### src/rtl/sequence_event_reporter_pkg.sv
// +----------------------------------------------------------------------------
// | sequence_event_reporter_pkg : shared defaults, FSM encodings and helpers
// | Rev 1.0
// +----------------------------------------------------------------------------
`default_nettype none

package sequence_event_reporter_pkg;

  localparam int DEFAULT_W     = 8;
  localparam int DEFAULT_DEPTH = 4;

  typedef enum logic [1:0] {
    ST_IDLE    = 2'd0,
    ST_OFFER   = 2'd1,
    ST_RELEASE = 2'd2
  } hs_state_e;

  function automatic logic [7:0] sat_inc8(input logic [7:0] value);
    return (value == 8'hFF) ? value : value + 8'd1;
  endfunction

endpackage

`default_nettype wire

### src/rtl/sequence_event_reporter_if.sv
// +----------------------------------------------------------------------------
// | sequence_event_reporter_if : dav_/rfd four-phase handshake with timestamp
// | Rev 1.0
// +----------------------------------------------------------------------------
`default_nettype none

interface sequence_event_reporter_if
  import sequence_event_reporter_pkg::*;
#(
  parameter int W = DEFAULT_W
) ();

  logic         rfd;
  logic         dav_;
  logic [W-1:0] ts;

  modport master (input rfd, output dav_, output ts);
  modport slave  (output rfd, input dav_, input ts);

endinterface

`default_nettype wire

### src/rtl/sequence_event_reporter_event_fifo.sv
// +----------------------------------------------------------------------------
// | event_fifo : timestamp FIFO, extra pointer bit separates full from empty
// | Rev 1.0
// +----------------------------------------------------------------------------
`default_nettype none

module event_fifo #(
  parameter int WIDTH = 8,
  parameter int DEPTH = 4
) (
  input  logic             clock,
  input  logic             reset_,
  input  logic             push,
  input  logic             pop,
  input  logic [WIDTH-1:0] din,
  output logic [WIDTH-1:0] head,
  output logic             full,
  output logic             empty
);

  localparam int AW = $clog2(DEPTH);

  logic [AW:0]      r_wptr;
  logic [AW:0]      r_rptr;
  logic [WIDTH-1:0] r_mem [DEPTH];
  logic             w_do_push;
  logic             w_do_pop;

  assign empty = (r_wptr == r_rptr);
  assign full  = (r_wptr[AW] != r_rptr[AW]) && (r_wptr[AW-1:0] == r_rptr[AW-1:0]);
  assign head  = r_mem[r_rptr[AW-1:0]];

  // A pop at the same edge frees the head slot, so a push is still legal when full.
  assign w_do_pop  = pop && !empty;
  assign w_do_push = push && (!full || w_do_pop);

  always_ff @(posedge clock or negedge reset_) begin
    if (!reset_) begin
      r_wptr <= '0;
      r_rptr <= '0;
    end else begin
      if (w_do_push) r_wptr <= r_wptr + (AW+1)'(1);
      if (w_do_pop)  r_rptr <= r_rptr + (AW+1)'(1);
    end
  end

  always_ff @(posedge clock) begin
    if (w_do_push) r_mem[r_wptr[AW-1:0]] <= din;
  end

endmodule

`default_nettype wire

### src/rtl/sequence_event_reporter.sv
// +----------------------------------------------------------------------------
// | sequence_event_reporter : timestamps detector pulses, delivers via dav_/rfd
// | Rev 1.0
// +----------------------------------------------------------------------------
`default_nettype none

module sequence_event_reporter
  import sequence_event_reporter_pkg::*;
#(
  parameter int W     = DEFAULT_W,
  parameter int DEPTH = DEFAULT_DEPTH
) (
  input  logic                        clock,
  input  logic                        reset_,
  input  logic                        z,
  sequence_event_reporter_if.master   hs,
  output logic [7:0]                  count,
  output logic                        ovf
);

  hs_state_e    r_state;
  hs_state_e    w_state_nxt;
  logic [W-1:0] r_tmr;
  logic [W-1:0] r_ts;
  logic         r_dav_;
  logic         w_pop;
  logic         w_load_ts;
  logic [W-1:0] w_head;
  logic         w_full;
  logic         w_empty;

  event_fifo #(
    .WIDTH (W),
    .DEPTH (DEPTH)
  ) u_fifo (
    .clock  (clock),
    .reset_ (reset_),
    .push   (z),
    .pop    (w_pop),
    .din    (r_tmr),
    .head   (w_head),
    .full   (w_full),
    .empty  (w_empty)
  );

  assign hs.dav_ = r_dav_;
  assign hs.ts   = r_ts;

  always_comb begin
    w_state_nxt = r_state;
    w_pop       = 1'b0;
    w_load_ts   = 1'b0;
    case (r_state)
      ST_IDLE: begin
        if (!w_empty && hs.rfd) begin
          w_load_ts   = 1'b1;
          w_state_nxt = ST_OFFER;
        end
      end
      ST_OFFER: begin
        // The entry stays queued until the consumer acknowledges by dropping rfd.
        if (!hs.rfd) begin
          w_pop       = 1'b1;
          w_state_nxt = ST_RELEASE;
        end
      end
      ST_RELEASE: begin
        if (hs.rfd) w_state_nxt = ST_IDLE;
      end
      default: w_state_nxt = ST_IDLE;
    endcase
  end

  always_ff @(posedge clock or negedge reset_) begin
    if (!reset_) begin
      r_state <= ST_IDLE;
      r_dav_  <= 1'b1;
      r_ts    <= '0;
      r_tmr   <= '0;
      count   <= 8'd0;
      ovf     <= 1'b0;
    end else begin
      r_state <= w_state_nxt;
      r_dav_  <= (w_state_nxt != ST_OFFER);
      r_tmr   <= r_tmr + W'(1);
      if (w_load_ts) r_ts <= w_head;
      if (z) count <= sat_inc8(count);
      if (z && w_full && !w_pop) ovf <= 1'b1;
    end
  end

endmodule

`default_nettype wire

### src/flat_wrapper.sv
// flat-port wrapper written by rule: the top's interface ports become plain ports
module sequence_event_reporter_flat import sequence_event_reporter_pkg::*;
#(
  parameter int W     = DEFAULT_W,
  parameter int DEPTH = DEFAULT_DEPTH
)
  (clock, reset_, z, count, ovf, hs_rfd, hs_dav_, hs_ts);
  sequence_event_reporter_if #(.W(W)) hs_i ();
  input  logic clock;
  input  logic reset_;
  input  logic z;
  output logic [7:0] count;
  output logic ovf;
  input wire logic [$bits(hs_i.rfd)-1:0] hs_rfd;
  output wire logic [$bits(hs_i.dav_)-1:0] hs_dav_;
  output wire logic [$bits(hs_i.ts)-1:0] hs_ts;
  assign hs_i.rfd = hs_rfd;
  assign hs_dav_ = hs_i.dav_;
  assign hs_ts = hs_i.ts;
  sequence_event_reporter #(.W(W), .DEPTH(DEPTH)) u_core (.clock(clock), .reset_(reset_), .z(z), .hs(hs_i), .count(count), .ovf(ovf));
endmodule
### config.mk
export PLATFORM = sky130hd
export DESIGN_NAME = sequence_event_reporter_flat
export DESIGN_NICKNAME = d
export VERILOG_FILES = /design/src/rtl/sequence_event_reporter_pkg.sv /design/src/rtl/sequence_event_reporter_if.sv /design/src/rtl/sequence_event_reporter_event_fifo.sv /design/src/rtl/sequence_event_reporter.sv /design/src/flat_wrapper.sv
export SDC_FILE = /design/constraint.sdc
export NUM_CORES = 1
export LEC_CHECK = 0
export CAP_MARGIN = 15
export CORE_MARGIN = 4
export CORE_UTILIZATION = 39
export CTS_CLUSTER_DIAMETER = 60
export CTS_CLUSTER_SIZE = 28
export DETAILED_ROUTE_END_ITERATION = 8
export HOLD_SLACK_MARGIN = 0.1
export PLACE_DENSITY = 0.61
export SYNTH_ARGS = -nofsm -noshare
export SYNTH_HDL_FRONTEND = slang
export SYNTH_SLANG_ARGS = --single-unit
export TNS_END_PERCENT = 30
### constraint.sdc
create_clock -name clock -period 1.95 [get_ports clock]
set_clock_uncertainty 0.15 [all_clocks]
set_input_delay 0.195 -clock clock [delete_from_list [all_inputs] [get_ports clock]]
set_output_delay 0.195 -clock clock [all_outputs]
set_load 0.005 [all_outputs]
---- Word level (Yosys, flattened, before mapping) ----
Memory sizes are Yosys's and may differ from the RTL's. A register that Yosys moved wholly into a read port is not among the register bits.
Index checks and enable logic that the tools add are counted.
storage, ports and cells
  bits in registers ....................... 26
  output and inout bits ................... 18
  input bits .............................. 4
  memories kept ........................... 1
  logic and storage cells ................. 43
  memory bits (writable) .................. 32
memory list
  name                 words  width  rd ports  clocked after Yosys merged registers in  wr ports  RTL line                                  source
  u_core.u_fifo.r_mem  4      8      1         1                                        1         sequence_event_reporter_event_fifo.sv:25  logic [WIDTH-1:0] r_mem [DEPTH];
cells by class
  $add $sub $neg .......................... 4
  bitwise operators ....................... 1
  reductions and logical operators ........ 13
  eq/ne operators ......................... 7
  multiplexer cells ....................... 10
operators with widths
  kind                 number
  $add 8x1->8 const B  2
  $eq 8x8->1 const B   1
  $add 3x1->3 const B  2
  $logic_and 1x1->1    6
  $mux 1               6
  $mux 2               3
  $pmux 2 s3           1
  $logic_not 1->1      4
  $eq 3x3->1           1
  $eq 2x1->1 const B   1
  $eq 2x2->1           1
  $eq 2x2->1 const B   1
  $logic_not 2->1      1
  $ne 2x1->1 const B   1
  $reduce_and 2->1     1
  $logic_or 1x1->1     1
  $ne 1x1->1           1
  $not 1->1            1

---- Logic depth before layout (Yosys ltp) ----
Gate-level depths: netlist (run 1).
  depth in word-level cells ............... 7
  mapped depth ............................ 4
  depth with buffers taken out ............ 4

---- Hierarchy ----
From an unflattened synthesis (run 1), not the netlist that was laid out.
second synthesis, totals
  cell total of the unflattened synthesis .. 176
  area, all modules ....................... 2775.2 µm²
modules (own cells, without submodules)
  module                   area each (µm²)  sequential area each (µm²)  times used  cells an instance
  event_fifo               1607.8           1111.1                      1           89
  sequence_event_reporter  1167.4           701.9                       1           87

---- Worst setup path after synthesis (run 1) ----
No wires, ideal clock.
  kind .................................... register -> register
  start point ............................. register u_core.r_state[0]
  end point ............................... memory u_core.u_fifo.r_mem[2][0] (enable)
  path slack .............................. 0.081 ns
  data required time ...................... 1.468 ns
  library setup time ...................... 0.332 ns
  arrival ................................. 1.388 ns
  period minus slack after synthesis ...... 1.869 ns
  buffers on the path ..................... 0
  stages on the path, launching flop included .. 4
  cells stage by stage .................... dfrtp_1 or3b_4 a41oi_4 and2_1
on the way
  longest elaborated chain between the ends .. 7
ends and longest elaborated chain
  element                       RTL line                                  source
  start: declaration            sequence_event_reporter.sv:21             hs_state_e r_state;
  start signal: assignment      sequence_event_reporter.sv:83             r_state <= w_state_nxt;
  $eq 2x1->1                    sequence_event_reporter.sv:53             case (r_state)
  $mux 1                        sequence_event_reporter.sv:53
  $logic_and 1x1->1             sequence_event_reporter_event_fifo.sv:34  assign w_do_pop = pop && !empty;
  $logic_or 1x1->1              sequence_event_reporter_event_fifo.sv:35  assign w_do_push = push && (!full || w_do_pop);
  $logic_and 1x1->1             sequence_event_reporter_event_fifo.sv:35
  $mux 1                        sequence_event_reporter_event_fifo.sv:48  if (w_do_push) r_mem[r_wptr[AW-1:0]] <= din;
  $mux 1 (not written as such)  sequence_event_reporter_event_fifo.sv:48
  end: declaration              sequence_event_reporter_event_fifo.sv:25
Every way passes these cells.

---- Final worst setup path (run 1) ----
  start point ............................. register u_core.r_state[1]
  end point ............................... memory u_core.u_fifo.r_mem[0][5] (enable)
Same word-level chain as after synthesis.

==> metrics, run 1 <==
outcome finished clean; Unique masters post-synth 39; Die W 92.3 um; top cells by count, synth dfrtp_1 (33), edfxtp_1 (32), mux2_2 (11); Mapped Area about 2800 um2; final-stage net count roughly 220; FF-to-FF Start u_core.r_state[1]; critical path peak fanout 8; grt ovf 0; Post-DRT Antenna Nets 0; fin crit share 0.950; multiplexer share of the synthesized area 0.114; clk buf depth 2; CP max stage delay 430 ps; Critical-path top delay cell dfrtp_1; Detailed Place HPWL 3370 um; Hold Crit Class in2async; drt drc 0; Post-Synth XOR/XNOR Area 0.0673; area of placed instances around 3200 um2; Slew HR 0.683; CP Capture Type flop; Synth Net Count around 170; Setup CP Type reg2reg; RSZ-0062 raised after global routing no; Mapped Cells 163; std cell rows 30; reg2reg path depth 4; first-pass GRT wire length between 8000 and 9000 um; final setup margin 97.3 ps; main flop type after synthesis dfrtp_1; CTS tree built; 1st-pass router iterations 4; CTS H-tree lvls 3; Vias around 1,500; final setup fails 0; Worst-Skew Late Latency between 300 and 400 ps; Synth warnings 0; CTS Root Cell clkbuf_8; reg2reg end u_core.u_fifo.r_mem[0][5]; ranking of synthesized cells by area edfxtp_1 (35%), dfrtp_1 (30%), mux4_2 (6.5%); drt first-iter violations just under 70; Peak VDD IR between 500 and 600 uV; fmax around 540 MHz; share of cells above drive strength 1 0.263; Clock transition at path regs about 70 ps; Power Density about 1600 nW/um2; Synth Area in Compound Gates 0.0596; Synth Area in Simple Gates 0.0623; R2R Setup Slk between 90 and 100 ps; Global Route Usage Sum 0.129; Final Util 0.509; Starting Density 0.406; syn avg cell area between 15 and 20 um2; core area just under 7000 um2; Pleak 1.34 nW; leading area contributor after synthesis edfxtp_1; initial antenna violation count 0; die footprint ~8500 um2; Tmin final 1850 ps; Worst Setup Start Kind flop; largest net degree at the start of global routing 35; # IOs 22; P&R area growth vs syn 25.5%; most common cell in the netlist dfrtp_1; vias in the first global route around 1,700; sequential area share after synthesis 0.654; TritonCTS buffer count 9; final hold violation count 0; max cap viols 0; Place WS -186 ps; worst-path cell chain or3b_4 -> a41oi_4 -> and2_1 -> buf_12; Final Slew Violations 0; Die Height 92.3 um; clock sinks 66; largest family of logic cells by synthesized area multiplexers; average vias per placed instance 4.95; Routed met2 length 2360 um; Worst EP arrival about 1800 ps; placer congestion estimate approximately 0.87; # diodes 0; Post-Synth Adder-Cell Area 0.0316; Synth top area share 0.347; port bufs 21; met3 wire length ~270 um; WL final between 4000 and 5000 um; WP data required about 1900 ps; post-synthesis register bit count 66; routed len/inst 15.3 um; worst slew pin tran ~470 ps; post-route cell area roughly 3500 um2; number of synthesized flops with an enable pin 32; CTS Hold Bufs 0; asr flop ratio synth 0.515; M1 wire length between 2000 and 2500 um; top sig layer met4
## worst max-delay path: cells and delay by family (launching register included)
kind,cells,cell delay [ps]
buf+inv,1,140
compound gates,1,240
flops,1,430
simple gates,2,610
## where the power goes
part / internal, mW / total, mW / switching [mW]
Clock: 0.841 / 1.33 / 0.487
Combinational: 1.16 / 1.98 / 0.813
Sequential: 1.90 / 2.23 / 0.328
Total: 3.90 / 5.53 / 1.63
## state kept, by name (all words and copies together) (netlist names)
name	cells
u_core.u_fifo.r_mem	32
u_core.u_fifo.r_wptr	3
u_core.ovf	1
u_core.count	8
u_core.u_fifo.r_rptr	3
u_core.r_state	2
u_core.r_tmr	8
u_core.hs.dav_	1
u_core.hs.ts	8
## per-layer routing
layer	up-vias	GRT usage
met5	-	0
met4	0	0.0668
met3	11	0.0414
met2	43	0.201
met1	763	0.161
li1	713	-
## final cells by class
class / instances / area [um2]
clock buffers: 10 / 128
clock inverters: 6 / 105
fillers: 588 / 3350
inverters: 4 / 15.0
multi-input cells: 90 / 927
flip-flops and latches: 66 / 1810
well taps: 96 / 120
repair buffers: 37 / 368
## placed cells by master (no fill, tap or decap), drive strengths merged
cell type	n
nand2	4
bufinv	3
inv	4
dfstp	1
buf	16
edfxtp	32
a31oi	3
a21oi	5
clkdlybuf4s50	21
nand3	4
o21bai	1
mux2	12
or3	1
clkinvlp	1
xnor2	11
mux4	8
and3	5
nor2b	1
o31ai	1
or3b	2
nand4bb	1
clkinv	2
ha	7
clkbuf	10
xor2	6
nand2b	1
and4	1
nand4	3
o21ai	1
and2	3
o311ai	1
nor4	1
o21a	1
a41oi	5
dfrtp	33
nor2	1
## timing repair
item,in CTS,in global routing
gates resized for setup,0,1
endpoints found under the setup margin,0,1
setup buffers,0,0
## through the flow
stage	hold slack, ps	TNS [ps]	power, mW	instances
detailed placement	320	-7080	4.26	293
CTS	129	0	5.61	309
finish	120	0	5.53	309
global route	148	0	5.89	309
floorplan	-251	0	3.39	163
global placement	316	-5860	4.18	293
## worst max-delay path by stage
stage / from / cells after the start / slack [ps] / to
finish: u_core.r_state[1] / 4 / 100 / u_core.u_fifo.r_mem[0][5]
global route: u_core.u_fifo.r_rptr[0] / 3 / 30 / u_core.hs.ts[2]
CTS: u_core.r_state[0] / 4 / 60 / u_core.u_fifo.r_mem[0][5]
detailed placement: hs_rfd / 5 / -190 / u_core.u_fifo.r_mem[0][3]
global placement: hs_rfd / 5 / -160 / u_core.u_fifo.r_mem[0][3]
floorplan: u_core.r_state[0] / 3 / 80 / u_core.u_fifo.r_mem[2][0]
## cell families after synthesis
kind of cell,Yosys count
AOI/OAI and AO/OA,18
adders and majority gates,7
muxes,20
xor gates and xnor gates,17
buffers and inverters,7
and+or+nand+nor,28
DFF,66
No activity file was read; power rests on OpenSTA's default activity.
==> run 2, diff against run 1 <==
Settings changed: ABC_AREA set to 1, CORE_UTILIZATION 39 to 35, PLACE_DENSITY 0.61 to 0.56.
==> run 2 against run 1 <==
Non-clock buffer count shrank 3. Final cell count grew 44%. Sequential power shrank 9%. Flip-flop and latch count is the same. Cell area grew 2.1%. Via count grew 30%. Fmax grew 10%. Critical path type is now reg2out. Synthesized area grew 7.8%. Sequential share of layout area shrank 1.1 points.
==> metrics, run 2 <==
outcome finished clean; Synth warnings 0; GR Util met2 0.176; largest net degree at the start of global routing 35; placer congestion estimate about 0.76; 1st-pass router iterations 4; Setup CP Type reg2out; Critical-path top delay cell dfstp_2; Detailed Place HPWL 4120 um; commonest cells after routing, fill and taps aside nand2_1 (105), dfrtp_1 (33), edfxtp_1 (32); drt first-iter violations slightly above 60; grt ovf 0; average vias per placed instance around 4.5; Mapped Cells roughly 300; post-synthesis register bit count 66; CTS Hold Bufs 0; most common cell in the netlist nand2_1; WL final 5600 um; Synth top area share 0.322; worst-path cell chain clkdlybuf4s50_1; CTS tree built; worst slew pin tran 441 ps; RSZ-0062 raised after global routing no; clock sinks 66; Power Density ~1400 nW/um2; port bufs 21; Worst-Skew Late Latency roughly 330 ps; Die Height approximately 100 um; Vias between 1,500 and 2,000; # diodes 0; asr flop ratio synth 0.515; die footprint about 10,000 um2; share of cells above drive strength 1 0.129; Clock transition at path regs approximately 70 ps; GR Util met1 0.161; CTS Root Cell clkbuf_8; Starting Density 0.362; TritonCTS buffer count 9; Hold Crit Class in2async; Post-CTS Setup Bufs 0; sequential area share after synthesis 0.607; critical path peak fanout 1; CP max stage delay 520 ps; Synth Net Count roughly 310; first-pass GRT wire length 9270 um; buffer and inverter count on the worst path 1; routed len/inst between 10 and 15 um; Tmin final approximately 1700 ps; Unique masters post-synth 29; setup TNS 0 ps; fmax between 500 and 600 MHz; clk buf depth 2; top cells by count, synth nand2_1 (105), dfrtp_1 (33), edfxtp_1 (32); final-stage net count about 350; Die W 100 um; fill count just over 800; core area between 8000 and 9000 um2; GRT Max-Usage Layer met2; critical path's top delay family flip-flops; CTS H-tree lvls 3; max FFs per register 32; # IOs 22; initial antenna violation count 0; Final Slew Violations 0; main flop type after synthesis dfrtp_1; Worst Setup Start Kind flop; CP Capture Type output port; Peak VDD IR ~580 uV; number of synthesized flops with an enable pin 32; final setup fails 0; final hold violation count 0; std cell rows 33; Slew HR 0.706; register area between 1500 and 2000 um2; grt met3 use 0.0431; ranking of synthesized cells by area edfxtp_1 (32%), dfrtp_1 (28%), nand2_1 (13%); Tot Pwr between 4 and 5 mW; Pleak 1.63 nW; Global Route Usage Sum 0.119; commonest non-fill, non-tap cell in the layout nand2_1; Worst EP arrival 1340 ps; drt drc 0; area occupied by multi-input gates just over 1000 um2; post-CTS sizing 0; P&R area growth vs syn 18.9%; WP data required between 1500 and 2000 ps; Mapped Area 2990 um2; vias in the first global route approximately 1,900; fin crit share 0.863; Post-DRT Antenna Nets 0; leading area contributor after synthesis edfxtp_1; syn avg cell area approximately 10 um2; max cap viols 0
run 2: changes by cell type in the layout (fill, tap and decap cells not counted), sizes merged, moves of 5 or more:
cell   delta
mux4      -8
mux2     -12
nand2   +110
o21ai    +15
xnor2    -10
inv      +22
a41oi     -5
and3      -5
nor2     +19
nand3    +17
run 2: stage by stage:
step / worst slack (ps) / util / hold slack, ps / std cells / area, um2
2_1_floorplan: 116 / - / -251 / 296 / 2990
3_3_place_gp: 161 / 0.408 / 299 / 429 / 3370
3_5_place_dp: 147 / 0.408 / 311 / 429 / 3370
4_1_cts: 242 / 0.430 / 123 / 445 / 3550
5_1_grt: 153 / 0.430 / 170 / 445 / 3550
6_report: 267 / 0.430 / 114 / 445 / 3550
run 2: final timing paths:
path                                          from                         to  slack [ps]  depth (start not counted)
max                                 u_core.hs.dav_                    hs_dav_         270                          1
max in group asynchronous                   reset_             u_core.hs.dav_        1210                          2
min in group clock                 u_core.hs.ts[0]            u_core.hs.ts[0]         320                          2
min reg2reg                        u_core.hs.ts[0]            u_core.hs.ts[0]         320                          2
max reg2reg                u_core.u_fifo.r_wptr[0]  u_core.u_fifo.r_mem[3][4]         280                          8
min                                         reset_          u_core.r_state[0]         110                          2
run 2: cell families (layout without fill, tap and decap cells):
logic type | count (synthesis) | after routing | share of synthesized area
xor+xnor | 10 | 10 | 0.0293
compound gates | 19 | 19 | 0.0331
flops | 66 | 66 | 0.607
fa+ha+maj | 7 | 7 | 0.0293
buf+inv | 32 | 76 | 0.0515
simple gates | 162 | 162 | 0.250
run 2: report_power, final:
part	internal [mW]	leakage [nW]	switching (mW)
clock	0.584	0.0918	0.491
sequential	1.81	0.721	0.233
combinational	0.764	0.820	0.988
total	3.15	1.63	1.71
run 2: layout make-up:
cell class | instances | area share
Clock inverter | 4 | 0.0123
Inverter | 26 | 0.0282
Sequential cell | 66 | 0.511
Multi-Input combinational cell | 198 | 0.287
Clock buffer | 12 | 0.0381
Timing Repair Buffer | 34 | 0.0867
Tap cell | 105 | 0.0370
run 2: layer usage:
layer  share of wire  wire (um)  vias up
met5               0          0        -
met4           0.019        105        0
met3           0.047        261        8
met2            0.45       2520       35
met1            0.49       2720      911
li1                -          -     1028
==> run 3, diff against run 2 <==
Settings changed: CELL_PAD_IN_SITES_DETAIL_PLACEMENT set to 1, CELL_PAD_IN_SITES_GLOBAL_PLACEMENT set to 1, PLACE_DENSITY 0.56 to 0.68.
==> run 3 against run 2 <==
Via count is 2.7% higher. Final cell count is 0.22% lower. Flip-flop and latch count stayed put. First-iteration DRC count is 4.8% lower. Register-to-register slack worse by 70 ps. Critical path type is now reg2reg.
==> metrics, run 3 (synthesized netlist as in run 2, its figures left out) <==
Worst Setup Start Kind flop; fmax around 570 MHz; Die Height roughly 100 um; fin crit share 0.893; CTS Root Cell clkbuf_8; # IOs 22; clock sinks 66; Pleak between 1.5 and 2 nW; critical path peak fanout 9; Hold Crit Class in2async; FF-to-FF Start u_core.u_fifo.r_rptr[1]; WL final approximately 6200 um; Routed met2 length 2910 um; Comb power frac 0.361; RSZ-0062 raised after global routing no; NetSw roughly 1.8 mW; switching portion of total power 0.355; worst slew pin tran approximately 470 ps; buffer and inverter count on the worst path 2; commonest non-fill, non-tap cell in the layout nand2_1; Worst EP arrival 1640 ps; setup TNS 0 ps; Global Route Usage Sum 0.138; Clock transition at path regs approximately 70 ps; clk buf depth 2; CTS H-tree lvls 3; CTS tree built; Vias 2,036; reg2reg end u_core.u_fifo.r_mem[1][1]; placer congestion estimate 0.792; Power Density 1400 nW/um2; drt first-iter violations between 50 and 60; Tot Pwr approximately 5 mW; Detailed Place HPWL about 4500 um; fill count 968; Worst-Skew Late Latency about 330 ps; worst-path cell chain inv_2 -> nand2_1 -> nand2_4 -> nor2_8 -> nand2_2 -> nand2_4 -> nor2_1 -> buf_4; commonest cells after routing, fill and taps aside nand2_1 (105), dfrtp_1 (33), edfxtp_1 (32); critical path's top delay family simple AND/OR/NAND/NOR gates; Peak VDD IR between 500 and 600 uV; largest net degree at the start of global routing 35; # diodes 0; CP max stage delay 460 ps; Final Slew Violations 0; Critical-path top delay cell dfrtp_1; met3 wire length roughly 200 um; std cell rows 33; Die W between 100 and 150 um; M1 wire length 2990 um; first-pass GRT wire length around 11,000 um; routed len/inst between 10 and 15 um; drt drc 0; vias in the first global route roughly 2,200; final setup fails 0; final hold slack 148 ps; Post-DRT Antenna Nets 0; max FFs per register 32; die footprint slightly above 10,000 um2; Place WS ~120 ps; TritonCTS buffer count 9; port bufs 21; initial antenna violation count 0; share of cells above drive strength 1 0.130; final-stage net count approximately 350; reg2reg path depth 8; area occupied by multi-input gates between 1000 and 1500 um2; WP data required 1840 ps; CTS Hold Bufs 0; final setup margin 209 ps; Starting Density 0.362; outcome finished clean; 1st-pass router iterations 4; grt ovf 0; final hold violation count 0; Slew HR 0.687; Setup CP Type reg2reg; max cap viols 0; average vias per placed instance between 4 and 5; R2R Setup Slk 210 ps; register area about 1800 um2; Final Util 0.430; Top cell by count, worst path nand2_4; Tmin final between 1500 and 2000 ps; core area 8260 um2; top sig layer met4; P&R area growth vs syn 19.0%; Clock power frac 0.225; Reg power frac 0.415; CP Capture Type flop; Post-CTS Setup Bufs 0; Internal 3.20 mW; post-CTS sizing 0
[run 3: worst max-delay path by stage]
stage	start	end	slack, ps	depth (start not counted)
after floorplan	u_core.u_fifo.r_rptr[0]	u_core.u_fifo.r_mem[0][0]	120	8
after global placement	hs_rfd	u_core.u_fifo.r_mem[2][7]	150	7
after detailed placement	hs_rfd	u_core.u_fifo.r_mem[1][1]	120	7
after CTS	u_core.u_fifo.r_rptr[1]	u_core.u_fifo.r_mem[1][1]	190	8
after global routing	u_core.u_fifo.r_rptr[1]	u_core.u_fifo.r_mem[0][5]	90	8
final	u_core.u_fifo.r_rptr[1]	u_core.u_fifo.r_mem[1][1]	210	8
[run 3: power groups by stage]
stage          sequential [mW]  clock (mW)  combinational, mW
6_report                  2.06        1.11               1.79
5_1_grt                   2.10        1.22               2.03
4_1_cts                   2.06        1.15               1.83
3_5_place_dp              2.08           0               1.82
3_3_place_gp              2.07           0               1.76
2_1_floorplan             2.02           0               1.22
[run 3: final cells by class]
| cell class | instances | area share |
|---|---|---|
| Clock inverter | 3 | 0.0113 |
| Multi-Input combinational cell | 198 | 0.287 |
| Sequential cell | 66 | 0.510 |
| Clock buffer | 13 | 0.0419 |
| Inverter | 26 | 0.0282 |
| Tap cell | 105 | 0.0370 |
| Timing Repair Buffer | 33 | 0.0845 |
[run 3: worst register-to-register path, stage by stage (launching register included)]
cell	delay (ps)
dfrtp_1	460
inv_2	140
nand2_1	100
nand2_4	100
nor2_8	50
nand2_2	80
nand2_4	80
nor2_1	120
buf_4	180
[run 3: layer usage]
layer,vias up,global-route usage
met5,-,0
met4,0,0.0497
met3,9,0.0354
met2,29,0.216
met1,974,0.186
li1,1024,-
[run 3: through the flow]
step | std cells | cell area, um2
CTS | 444 | 3550
global route | 444 | 3550
detailed placement | 428 | 3360
global placement | 428 | 3360
floorplan | 296 | 2990
finish | 444 | 3550
